[src/rtl/div.sv]
// Multi-cycle restoring radix-2 divider for div/divu.
// Result is {remainder, quotient}; ready_o holds while start_i stays high.
module div (
  input  logic        clk,
  input  logic        rst,
  input  logic        signed_div_i,
  input  logic [31:0] opdata1_i,
  input  logic [31:0] opdata2_i,
  input  logic        start_i,
  input  logic        annul_i,
  output logic [63:0] result_o,
  output logic        ready_o
);

  typedef enum logic [1:0] {StIdle, StDivZero, StBusy, StDone} state_e;

  state_e      state_q, state_d;
  logic [5:0]  cnt_q, cnt_d;
  logic [31:0] rem_q, rem_d;
  logic [31:0] quo_q, quo_d;
  logic [31:0] dvs_q, dvs_d;
  logic        q_neg_q, q_neg_d;
  logic        r_neg_q, r_neg_d;
  logic [63:0] result_q, result_d;
  logic        ready_q, ready_d;

  logic        op1_neg, op2_neg;
  logic [31:0] op1_mag, op2_mag;
  logic [32:0] shifted;
  logic [32:0] trial;
  logic [31:0] quo_fin, rem_fin;

  always_comb begin
    op1_neg = signed_div_i & opdata1_i[31];
    op2_neg = signed_div_i & opdata2_i[31];
    op1_mag = op1_neg ? (~opdata1_i + 32'd1) : opdata1_i;
    op2_mag = op2_neg ? (~opdata2_i + 32'd1) : opdata2_i;
    // Partial remainder stays below the divisor, so bit 32 of the trial is its sign.
    shifted = {rem_q, quo_q[31]};
    trial   = shifted - {1'b0, dvs_q};
    quo_fin = q_neg_q ? (~quo_q + 32'd1) : quo_q;
    rem_fin = r_neg_q ? (~rem_q + 32'd1) : rem_q;
  end

  always_comb begin
    state_d  = state_q;
    cnt_d    = cnt_q;
    rem_d    = rem_q;
    quo_d    = quo_q;
    dvs_d    = dvs_q;
    q_neg_d  = q_neg_q;
    r_neg_d  = r_neg_q;
    result_d = result_q;
    ready_d  = ready_q;

    case (state_q)
      StIdle: begin
        if (start_i && !annul_i) begin
          dvs_d   = op2_mag;
          quo_d   = op1_mag;
          rem_d   = 32'd0;
          q_neg_d = op1_neg ^ op2_neg;
          r_neg_d = op1_neg;
          cnt_d   = 6'd0;
          state_d = (opdata2_i == 32'd0) ? StDivZero : StBusy;
        end
      end
      StDivZero: begin
        if (annul_i) begin
          state_d  = StIdle;
          cnt_d    = 6'd0;
          result_d = 64'd0;
          ready_d  = 1'b0;
        end else begin
          state_d  = StDone;
          result_d = 64'd0;
          ready_d  = 1'b1;
        end
      end
      StBusy: begin
        if (annul_i) begin
          state_d  = StIdle;
          cnt_d    = 6'd0;
          result_d = 64'd0;
          ready_d  = 1'b0;
        end else if (cnt_q == 6'd32) begin
          state_d  = StDone;
          result_d = {rem_fin, quo_fin};
          ready_d  = 1'b1;
        end else begin
          rem_d = trial[32] ? shifted[31:0] : trial[31:0];
          quo_d = {quo_q[30:0], ~trial[32]};
          cnt_d = cnt_q + 6'd1;
        end
      end
      StDone: begin
        if (!start_i || annul_i) begin
          state_d  = StIdle;
          cnt_d    = 6'd0;
          result_d = 64'd0;
          ready_d  = 1'b0;
        end
      end
      default: state_d = StIdle;
    endcase
  end

  always_ff @(posedge clk or negedge rst) begin
    if (!rst) begin
      state_q  <= StIdle;
      cnt_q    <= 6'd0;
      rem_q    <= 32'd0;
      quo_q    <= 32'd0;
      dvs_q    <= 32'd0;
      q_neg_q  <= 1'b0;
      r_neg_q  <= 1'b0;
      result_q <= 64'd0;
      ready_q  <= 1'b0;
    end else begin
      state_q  <= state_d;
      cnt_q    <= cnt_d;
      rem_q    <= rem_d;
      quo_q    <= quo_d;
      dvs_q    <= dvs_d;
      q_neg_q  <= q_neg_d;
      r_neg_q  <= r_neg_d;
      result_q <= result_d;
      ready_q  <= ready_d;
    end
  end

  assign result_o = result_q;
  assign ready_o  = ready_q;

endmodule
[config.mk]
export PLATFORM = sky130hd
export DESIGN_NAME = div
export DESIGN_NICKNAME = d
export VERILOG_FILES = /design/src/rtl/div.sv
export SDC_FILE = /design/constraint.sdc
export NUM_CORES = 1
export LEC_CHECK = 0
export BUFFER_PORTS_ARGS = -buffer_cell sky130_fd_sc_hd__buf_2
export CAP_MARGIN = 20
export CELL_PAD_IN_SITES_DETAIL_PLACEMENT = 1
export CELL_PAD_IN_SITES_GLOBAL_PLACEMENT = 1
export CORE_MARGIN = 2
export CORE_UTILIZATION = 48
export DETAILED_ROUTE_END_ITERATION = 10
export GPL_ROUTABILITY_DRIVEN = 1
export PLACE_DENSITY_LB_ADDON = 0.15
export SYNTH_ARGS = -nofsm -noshare
export SYNTH_HDL_FRONTEND = slang
export SYNTH_SLANG_ARGS = --single-unit
[constraint.sdc]
create_clock -name clk -period 6.44 [get_ports clk]
set_clock_uncertainty 0.15 [all_clocks]
set_input_delay 0.322 -clock clk [delete_from_list [all_inputs] [get_ports clk]]
set_output_delay 0.322 -clock clk [all_outputs]
set_load 0.1 [all_outputs]
## Yosys cells after proc, flatten, opt, wreduce, memory -nomap -nowiden

Cells that the tools add are included.

- Reduce and logical (&&, ||, !) cells: 13
- Bitwise logic cells: 8
- Multiplexer cells: 35
- Equal/unequal tests: 11
- Add/sub/neg operators: 6

Operators with widths:

| cell | number |
|---|---|
| 2-to-1 mux 32 bit | 11 |
| 2-to-1 mux 64 bit | 3 |
| case mux 64 bit (3 select lines) | 1 |
| adder 32 x 1 -> 32 bit (second input constant) | 4 |
| NOT 32 bit | 4 |
| case mux 32 bit (2 select lines) | 2 |
| subtractor 33 x 32 -> 33 bit | 1 |
| zero test 32 bit | 1 |
| 2-to-1 mux 6 bit | 5 |
| case mux 6 bit (4 select lines) | 1 |
| 2-to-1 mux 2 bit | 6 |
| != test 2 bit (second input constant) | 5 |
| case mux 2 bit (4 select lines) | 1 |
| AND reduction 4 bit | 2 |
| adder 6 x 1 -> 6 bit (second input constant) | 1 |
| == test 6 bit (second input constant) | 1 |
| != test 3 bit (second input constant) | 2 |
| AND reduction 3 bit | 2 |
| == test 2 bit (second input constant) | 2 |
| 2-to-1 mux 1 bit | 4 |
| case mux 1 bit (3 select lines) | 1 |
| nonzero test 3 bit | 1 |
| AND 1 bit | 2 |
| == test 2 x 1 -> 1 bit (second input constant) | 1 |
| 8 further kinds | 9 |

- Bits in registers: 171
- Output and inout bits: 65

## Longest topological paths before layout

Gate-level depths: netlist of run 1.

- Depth after elaboration: 6
- Depth in mapped cells: 14
- Mapped depth without buffers: 11

## Least setup slack after synthesis of run 1

Ideal clock, no wire load.

- Kind: flip-flop to flip-flop
- Start: register rem_q[20]
- End: register rem_q[12]
- Data arrival time: 2.988 ns
- Data required time: 6.174 ns
- Buffers on the path: 4
- Stages on the path, launching flop included: 13
- Period minus slack after synthesis: 3.254 ns
- Setup slack: 3.186 ns
- Cells stage by stage: dfrtp_1 > ha_1 > clkbuf_1 > and3_1 > clkbuf_1 > nand2_1 > or3_1 > a31oi_1 > nor4b_1 > or3_1 > clkbuf_1 > clkbuf_1 > o311ai_0

- Cells in the longest elaborated chain, start to end: 5

RTL lines:

| item | RTL line | source |
|---|---|---|
| start: declaration | 19 | `logic [31:0] rem_q, rem_d;` |
| start signal: assignment | 122 | `rem_q <= rem_d;` |
| subtractor 33 x 32 -> 33 bit | 40 | `trial = shifted - {1'b0, dvs_q};` |
| 2-to-1 mux 32 bit | 91 | `rem_d = trial[32] ? shifted[31:0] : trial[31:0];` |
| 2-to-1 mux 32 bit | 86 | `end else if (cnt_q == 6'd32) begin` |
| 2-to-1 mux 32 bit | 81 | `if (annul_i) begin` |
| case mux 32 bit (2 select lines) | 56 | `case (state_q)` |

Every way passes these cells. The select of a mux whose other input is x is not followed.
A chain may end at the register's enable or synchronous reset.

## Worst setup path after layout of run 1

- Start: register rem_q[20]
- End: register rem_q[17]

Same word-level chain as after synthesis.

==> results of run 1 <==
kinds of logic after synthesis:
group	Yosys count	share of synthesized area [%]
AOI/OAI and AO/OA	426	22.23
xor gates and xnor gates	141	10.70
adders and majority gates	43	4.728
buffers and inverters	132	4.316
DFF	171	37.09
muxes	23	2.017
and+or+nand+nor	472	18.91
critical path: stages, from the launching register on:
cell     delay [ns]
dfrtp_1        0.50
ha_1           0.53
and3_1         0.38
nand2_1        0.11
or3_1          0.36
a31oi_1        0.32
nor4b_1        0.16
or3_1          0.75
a32oi_1        0.41
o31ai_1        0.14
per-layer routing:
metal | part of all wire [%] | wire [um] | vias up
met5 | 0 | 0 | -
met4 | 0.91 | 311 | 0
met3 | 6.3 | 2149 | 24
met2 | 41 | 14130 | 306
met1 | 52 | 17760 | 5138
li1 | - | - | 5178
registers in the layout (all words and copies together), names as in the netlist:
signal	count
result_o	64
dvs_q	32
quo_q	32
rem_q	32
cnt_q	6
state_q	2
q_neg_q	1
r_neg_q	1
ready_o	1
Yosys cell counts, types with 21 or more instances:
library cell,number
mux2i_1,21
xnor2_1,52
ha_1,42
clkbuf_1,73
a21oi_1,95
nand2_1,219
o31ai_1,46
inv_1,56
nor3_1,22
nand3_1,33
dfrtp_1,171
xor2_1,89
o21ai_0,183
nor2_1,91
final timing paths:
check	startpoint	end	slack [ns]
worst max register to register	rem_q[20]	rem_q[17]	2.46
worst min-delay path	annul_i	ready_o	0.03
worst min register to register	result_o[37]	result_o[37]	0.32
worst max-delay path	rem_q[20]	rem_q[17]	2.46
max in group asynchronous	rst	dvs_q[28]	4.57
min in group asynchronous	rst	result_o[16]	0.28
metrics by stage:
step                hold WS [ns]  instances  util (%)  area, um^2  worst slack (ns)
global placement          0.1804       1796     52.81       12430             2.357
CTS                      0.02220       1829     55.41       13040             2.222
global route             0.04588       1831     55.48       13060             2.305
detailed placement        0.1798       1796     52.81       12430             2.289
finish                   0.03275       1831     55.48       13060             2.459
floorplan                -0.1236       1408         -       11540             3.186
timing repair:
item	in CTS	in global routing
endpoints found under the setup margin	0	0
hold endpoints to repair	58	0
buffers inserted	0	0
hold buffers	1	0
final cells by class:
cell class	count	area [um^2]	share of cell area, %
Sequential cell	171	4279	32.76
Clock buffer	17	425.4	3.257
Inverter	56	210.2	1.609
Clock inverter	15	175.2	1.341
Timing Repair Buffer	148	790.8	6.054
Tap cell	319	399.1	3.056
Multi-Input combinational cell	1105	6783	51.93
==> flow_metrics.env, run 1 <==
export IMPL_use_met3_pct=3.100
export IMPL_critical_path_class="reg -> reg"
export IMPL_fin_crit_sh_pct=61.82
export IMPL_die_area_um2=25290
export IMPL_yosys_top_cells_area="dfrtp_1 (37%), o21ai_0 (7.9%), nand2_1 (7.1%), xor2_1 (6.8%), ha_1 (4.6%)"
export IMPL_io_buffers=133
export IMPL_hp_class="in -> reg"
export IMPL_placementRows=56
export IMPL_drt_pass1_iter_count=6
export IMPL_cts_buffer_depth=2
export IMPL_synth_edf_count=0
export IMPL_outcome="completed"
export IMPL_setup_viol_count_final=0
export IMPL_die_h_um=159.0
export IMPL_yosysTopAreaCellShare_pct=37.09
export IMPL_clkTransAtPathRegs_ns=0.08
export IMPL_cp_end_kind="register"
export IMPL_fin_nets=1611
export IMPL_grt_max_degree=82
export IMPL_htree_num_levels=4
export IMPL_synth_seq_cells=171
export IMPL_synth_cell_type_count=66
export IMPL_synth_area_um2=11540
export IMPL_fill_cells=2923
export IMPL_wl_per_cell_um=18.76
export IMPL_async_flop_share_pct=100.0
export IMPL_overflow=0
export IMPL_clock_sinks=171
export IMPL_area_delta_synth_final_pct=13.22
export IMPL_wl_um=34350
export IMPL_drive_above_1_share_pct=13.16
export IMPL_fmax_mhz=251.2
export IMPL_grt_busiest_layer="met1"
export IMPL_cts_buffers=17
export IMPL_die_x_um=159.0
export IMPL_crit_path_max_fanout=25
export IMPL_syn_inst=1408
export IMPL_min_path_cells=2
export IMPL_place_hpwl_um=25720
export IMPL_grt_use_total_pct=27.24
export IMPL_hold_violations=0
export IMPL_grtUsageMet2_pct=38.97
export IMPL_use_met1_pct=43.96
export IMPL_initial_core_util_pct=49.01
export IMPL_r2r_cells=9
export IMPL_detail_route_antenna_nets=0
export IMPL_core_um2=23540
export IMPL_fin_crit_ns=3.981
export IMPL_vias_per_cell=5.814
export IMPL_syn_avg_cell_area_um2=8.194
export IMPL_final_common_cell="nand2_1"
export IMPL_tightestPinTransition_ns=1.077
export IMPL_slew_headroom_pct=26.33
export IMPL_cts_root_buf="clkbuf_16"
export IMPL_gp_congestion=0.9625
export IMPL_finalMaxSlewViolations=0
export IMPL_max_cap_viol_count=0
export IMPL_antenna_found_initial=0
export IMPL_via_count=10650
export IMPL_grt_setup_unrepaired="no"
export IMPL_grt_pass1_wl_um=56190
export IMPL_cts_tree="done"
export IMPL_required_ns=6.55
export IMPL_n_antenna_cell=0
export IMPL_final_cell_mix="nand2_1 (218), o21ai_0 (183), dfrtp_1 (171)"
export IMPL_cp_start_kind="register"
export IMPL_route_detailed_drc=0
export IMPL_cts_resized=0
export IMPL_setup_tns_ns=0
export IMPL_worstSkewPairLatency_ns=0.44
export IMPL_synth_area_leader_cell="dfrtp_1"
export IMPL_first_iter_violations=717
export IMPL_synth_ff_type="dfrtp_1"
export IMPL_grt_pass1_vias=10440
export IMPL_yosysWarningCount=0
export IMPL_arrival_ns=4.09
export IMPL_yosysSeqAreaShare_pct=37.09
export IMPL_ios=134
export IMPL_synth_net_count=1520
Power of run 1 is not shown: default switching activity piles up to over one toggle a cycle in this logic, so the estimate is an artifact.
==> run 2, diff against run 1 <==
- CORE_UTILIZATION: 48 -> 40
- clock period: 6.44 -> 3.6 ns (I/O delays scaled with it)
==> flow_metrics.env, run 2 (synthesis results as in run 1) <==
export IMPL_outcome="completed"
export IMPL_via_count=10730
export IMPL_placementRows=62
export IMPL_holdPathEnd="dvs_q[5]"
export IMPL_area_delta_synth_final_pct=19.73
export IMPL_route_detailed_drc=0
export IMPL_place_hpwl_um=26980
export IMPL_first_iter_violations=653
export IMPL_htree_num_levels=4
export IMPL_holdWs_ns=0.01027
export IMPL_gp_congestion=0.8928
export IMPL_grt_max_degree=90
export IMPL_setup_viol_count_final=0
export IMPL_cp_end_kind="register"
export IMPL_fmax_mhz=289.5
export IMPL_core_um2=28550
export IMPL_cp_slowest_stage_delay_ns=0.40
export IMPL_io_buffers=133
export IMPL_die_x_um=173.8
export IMPL_hp_class="in -> reg"
export IMPL_critical_path_class="reg -> reg"
export IMPL_fin_nets=1686
export IMPL_crit_path_max_fanout=13
export IMPL_required_ns=3.83
export IMPL_hold_violations=0
export IMPL_worstSkewPairLatency_ns=0.44
export IMPL_min_delay_start="opdata2_i[5]"
export IMPL_max_cap_viol_count=0
export IMPL_drt_pass1_iter_count=4
export IMPL_die_area_um2=30220
export IMPL_arrival_ns=3.69
export IMPL_largest_register_ffs=64
export IMPL_wl_um=35480
export IMPL_tightestPinTransition_ns=0.9444
export IMPL_grt_pass1_wl_um=57110
export IMPL_ios=134
export IMPL_initial_core_util_pct=40.41
export IMPL_drive_above_1_share_pct=15.25
export IMPL_rr_endpoint="rem_q[31]"
export IMPL_antenna_found_initial=0
export IMPL_cts_buffer_depth=2
export IMPL_slowest_stage="or3_1"
export IMPL_min_path_cells=3
export IMPL_slew_headroom_pct=37.04
export IMPL_path_cells="inv_1 -> ha_1 -> fa_1 -> nand2b_1 -> a211oi_2 -> o2111ai_1 -> a31oi_2 -> nor4b_2 -> or3_1 -> buf_4 -> o31ai_1 -> a22o_1"
export IMPL_grt_use_total_pct=23.45
export IMPL_finalMaxSlewViolations=0
export IMPL_clkTransAtPathRegs_ns=0.07
export IMPL_r2r_cells=12
export IMPL_fin_crit_sh_pct=95.94
export IMPL_clock_sinks=171
export IMPL_detail_route_antenna_nets=0
export IMPL_final_common_cell="nand2_1"
export IMPL_final_cell_mix="nand2_1 (218), o21ai_0 (183), dfrtp_1 (171)"
export IMPL_wl_per_cell_um=18.00
export IMPL_cts_tree="done"
export IMPL_fill_cells=3519
export IMPL_reg2reg_slack_ns=0.15
export IMPL_fin_crit_ns=3.454
export IMPL_vias_per_cell=5.445
export IMPL_cts_root_buf="clkbuf_16"
export IMPL_cp_start_kind="register"
export IMPL_n_antenna_cell=0
export IMPL_grt_pass1_vias=10470
export IMPL_cts_buffers=17
export IMPL_die_h_um=173.8
export IMPL_r2r_start="quo_q[31]"
export IMPL_overflow=0
## run 2: critical path: cells and delay by family (launching register included)
kind / cells / cell delay [ns]
and+or+nand+nor: 3 / 0.72
buffers and inverters: 2 / 0.25
AOI/OAI and AO/OA: 5 / 1.34
adders and majority gates: 2 / 0.61
DFF: 1 / 0.32
## run 2: how the worst max path moves through the flow
stage	slack, ns	from	to
final	0.15	quo_q[31]	rem_q[31]
after global routing	-0.03	quo_q[31]	rem_q[31]
after CTS	0.13	quo_q[31]	rem_q[31]
after detailed placement	0.14	quo_q[31]	rem_q[31]
after global placement	0.27	quo_q[31]	rem_q[31]
after floorplan	0.35	rem_q[20]	rem_q[12]
## run 2: timing repair
item                                    4_1_cts  5_1_grt
buffers inserted                              0        0
hold buffers                                 37        0
endpoints found under the hold margin       120        0
gates resized for setup                       0        4
endpoints found under the setup margin        0       22
## run 2: layer usage
| layer | vias to the layer above | wire, um | GRT usage [%] |
|---|---|---|---|
| met5 | - | 0 | 0 |
| met4 | 0 | 313 | 4.867 |
| met3 | 23 | 1374 | 2.632 |
| met2 | 191 | 14340 | 33.17 |
| met1 | 5187 | 19450 | 37.95 |
| li1 | 5332 | - | - |
## run 2: through the flow
| step | setup WS (ns) | TNS (ns) | std cells | area, um^2 | util, % |
|---|---|---|---|---|---|
| final | 0.1463 | 0 | 1971 | 13810 | 48.39 |
| after global routing | -0.03278 | -0.05875 | 1971 | 13810 | 48.39 |
| after CTS | 0.1266 | 0 | 1971 | 13790 | 48.30 |
| after detailed placement | 0.1427 | 0 | 1902 | 12830 | 44.96 |
| after global placement | 0.2745 | 0 | 1902 | 12830 | 44.96 |
| after floorplan | 0.3464 | 0 | 1408 | 11540 | - |
## run 2: cell type report
cell class                 instances  area, um^2  area share (%)
tap                              384       480.5           3.478
timing repair buffer             223        1453           10.52
clock inverter                    15       158.9           1.150
inverter                          56       210.2           1.522
sequential                       171        4279           30.98
clock buffer                      17       425.4           3.080
multi-input combinational       1105        6807           49.28
Power of run 2 is left out for the same reason.
==> run 3, diff against run 2 <==
- CORE_MARGIN: 2 -> not set
- CORE_UTILIZATION: 40 -> 48
- clock period: 3.6 -> 4.4 ns (I/O delays scaled with it)
==> flow_metrics.env, run 3 (synthesis results as in run 1) <==
export IMPL_outcome="completed"
export IMPL_worstSkewPairLatency_ns=0.44
export IMPL_setup_viol_count_final=0
export IMPL_max_cap_viol_count=0
export IMPL_fin_crit_sh_pct=89.75
export IMPL_largest_register_ffs=64
export IMPL_place_hpwl_um=25980
export IMPL_cp_end_kind="register"
export IMPL_route_detailed_drc=0
export IMPL_cts_root_buf="clkbuf_16"
export IMPL_rr_endpoint="rem_q[19]"
export IMPL_required_ns=4.58
export IMPL_finalMaxSlewViolations=0
export IMPL_io_buffers=133
export IMPL_die_x_um=157.0
export IMPL_clock_sinks=171
export IMPL_wl_per_cell_um=18.89
export IMPL_area_delta_synth_final_pct=15.91
export IMPL_first_iter_violations=767
export IMPL_crit_start="quo_q[31]"
export IMPL_antenna_found_initial=0
export IMPL_n_antenna_cell=0
export IMPL_final_cell_mix="nand2_1 (218), o21ai_0 (183), dfrtp_1 (171)"
export IMPL_grt_max_degree=81
export IMPL_worstSetupEndpoint="rem_q[19]"
export IMPL_core_um2=23540
export IMPL_drive_above_1_share_pct=13.42
export IMPL_holdWs_ns=0.007093
export IMPL_grt_pass1_vias=10830
export IMPL_grt_setup_unrepaired="no"
export IMPL_cts_resized=0
export IMPL_htree_num_levels=4
export IMPL_fmax_mhz=253.2
export IMPL_overflow=0
export IMPL_grt_use_total_pct=29.58
export IMPL_slew_headroom_pct=32.76
export IMPL_cts_buffers=17
export IMPL_ios=134
export IMPL_slowest_stage="or3_1"
export IMPL_reg2reg_slack_ns=0.45
export IMPL_cts_tree="done"
export IMPL_wl_met3_um=1508
export IMPL_die_area_um2=24660
export IMPL_final_common_cell="nand2_1"
export IMPL_setup_tns_ns=0
export IMPL_dr_max_layer_used="met4"
export IMPL_hold_violations=0
export IMPL_grt_pass1_wl_um=57390
export IMPL_gp_congestion=0.8769
export IMPL_critical_path_class="reg -> reg"
export IMPL_wl_um=35180
export IMPL_vias_per_cell=5.884
export IMPL_clkTransAtPathRegs_ns=0.08
export IMPL_path_cells="inv_1 -> ha_1 -> fa_1 -> nand2b_1 -> a211oi_1 -> o2111ai_1 -> a31oi_1 -> nor4b_1 -> or3_1 -> and3_1 -> a211o_1"
export IMPL_tightestPinTransition_ns=1.009
export IMPL_cp_start_kind="register"
export IMPL_cts_hold_buf=24
export IMPL_via_count=10960
export IMPL_cp_slowest_stage_delay_ns=0.71
export IMPL_fin_nets=1642
export IMPL_r2r_start="quo_q[31]"
export IMPL_fin_crit_ns=3.949
export IMPL_arrival_ns=4.13
export IMPL_min_delay_start="opdata2_i[27]"
export IMPL_hp_class="in -> reg"
export IMPL_cts_setup_buffers=0
export IMPL_wl_met1_um=18280
export IMPL_drt_pass1_iter_count=4
export IMPL_r2r_cells=11
export IMPL_cts_buffer_depth=2
export IMPL_die_h_um=157.0
export IMPL_met2_length_um=15140
export IMPL_detail_route_antenna_nets=0
export IMPL_placementRows=56
export IMPL_crit_path_max_fanout=25
export IMPL_initial_core_util_pct=49.01
-- run 3: cell types whose count changed in the layout (fill, tap and decap cells not counted), sizes merged --
cell / delta
clkinv: -3
inv: +2
buf: -31
dlygate4sd3: -13
bufinv: +1
-- run 3: layout make-up --
class,count,area (um^2)
fill,2934,10170
multi-input combinational,1105,6783
sequential,171,4279
timing repair buffer,179,1077
clock buffer,17,425.4
tap,319,399.1
inverter,56,210.2
clock inverter,15,198.9
-- run 3: critical path: cells and delay by family (launching register included) --
family / cells / cell delay, ns
flops: 1 / 0.33
compound gates: 4 / 1.22
buf+inv: 1 / 0.08
fa+ha+maj: 2 / 0.65
simple gates: 4 / 1.40
-- run 3: worst min-delay path by stage --
stage / endpoint / cells after the start
6_report: dvs_q[27] / 3
5_1_grt: dvs_q[27] / 3
4_1_cts: dvs_q[3] / 3
3_5_place_dp: result_o[13] / 1
3_3_place_gp: result_o[13] / 1
2_1_floorplan: cnt_q[0] / 0
-- run 3: routing by layer --
| metal | up-vias | global-route usage, % |
|---|---|---|
| met5 | - | 0 |
| met4 | 0 | 5.502 |
| met3 | 24 | 2.698 |
| met2 | 278 | 44.40 |
| met1 | 5407 | 46.15 |
| li1 | 5247 | - |
-- run 3: per-stage QoR --
| step | setup slack [ns] | utilization [%] | area [um^2] | cells |
|---|---|---|---|---|
| floorplan | 1.146 | - | 11540 | 1408 |
| detailed placement | 0.5635 | 53.13 | 12510 | 1806 |
| finish | 0.4509 | 56.80 | 13370 | 1862 |
| global placement | 0.7064 | 53.13 | 12510 | 1806 |
| CTS | 0.5476 | 56.80 | 13370 | 1862 |
| global route | 0.2377 | 56.80 | 13370 | 1862 |
Power of run 3 is left out for the same reason.
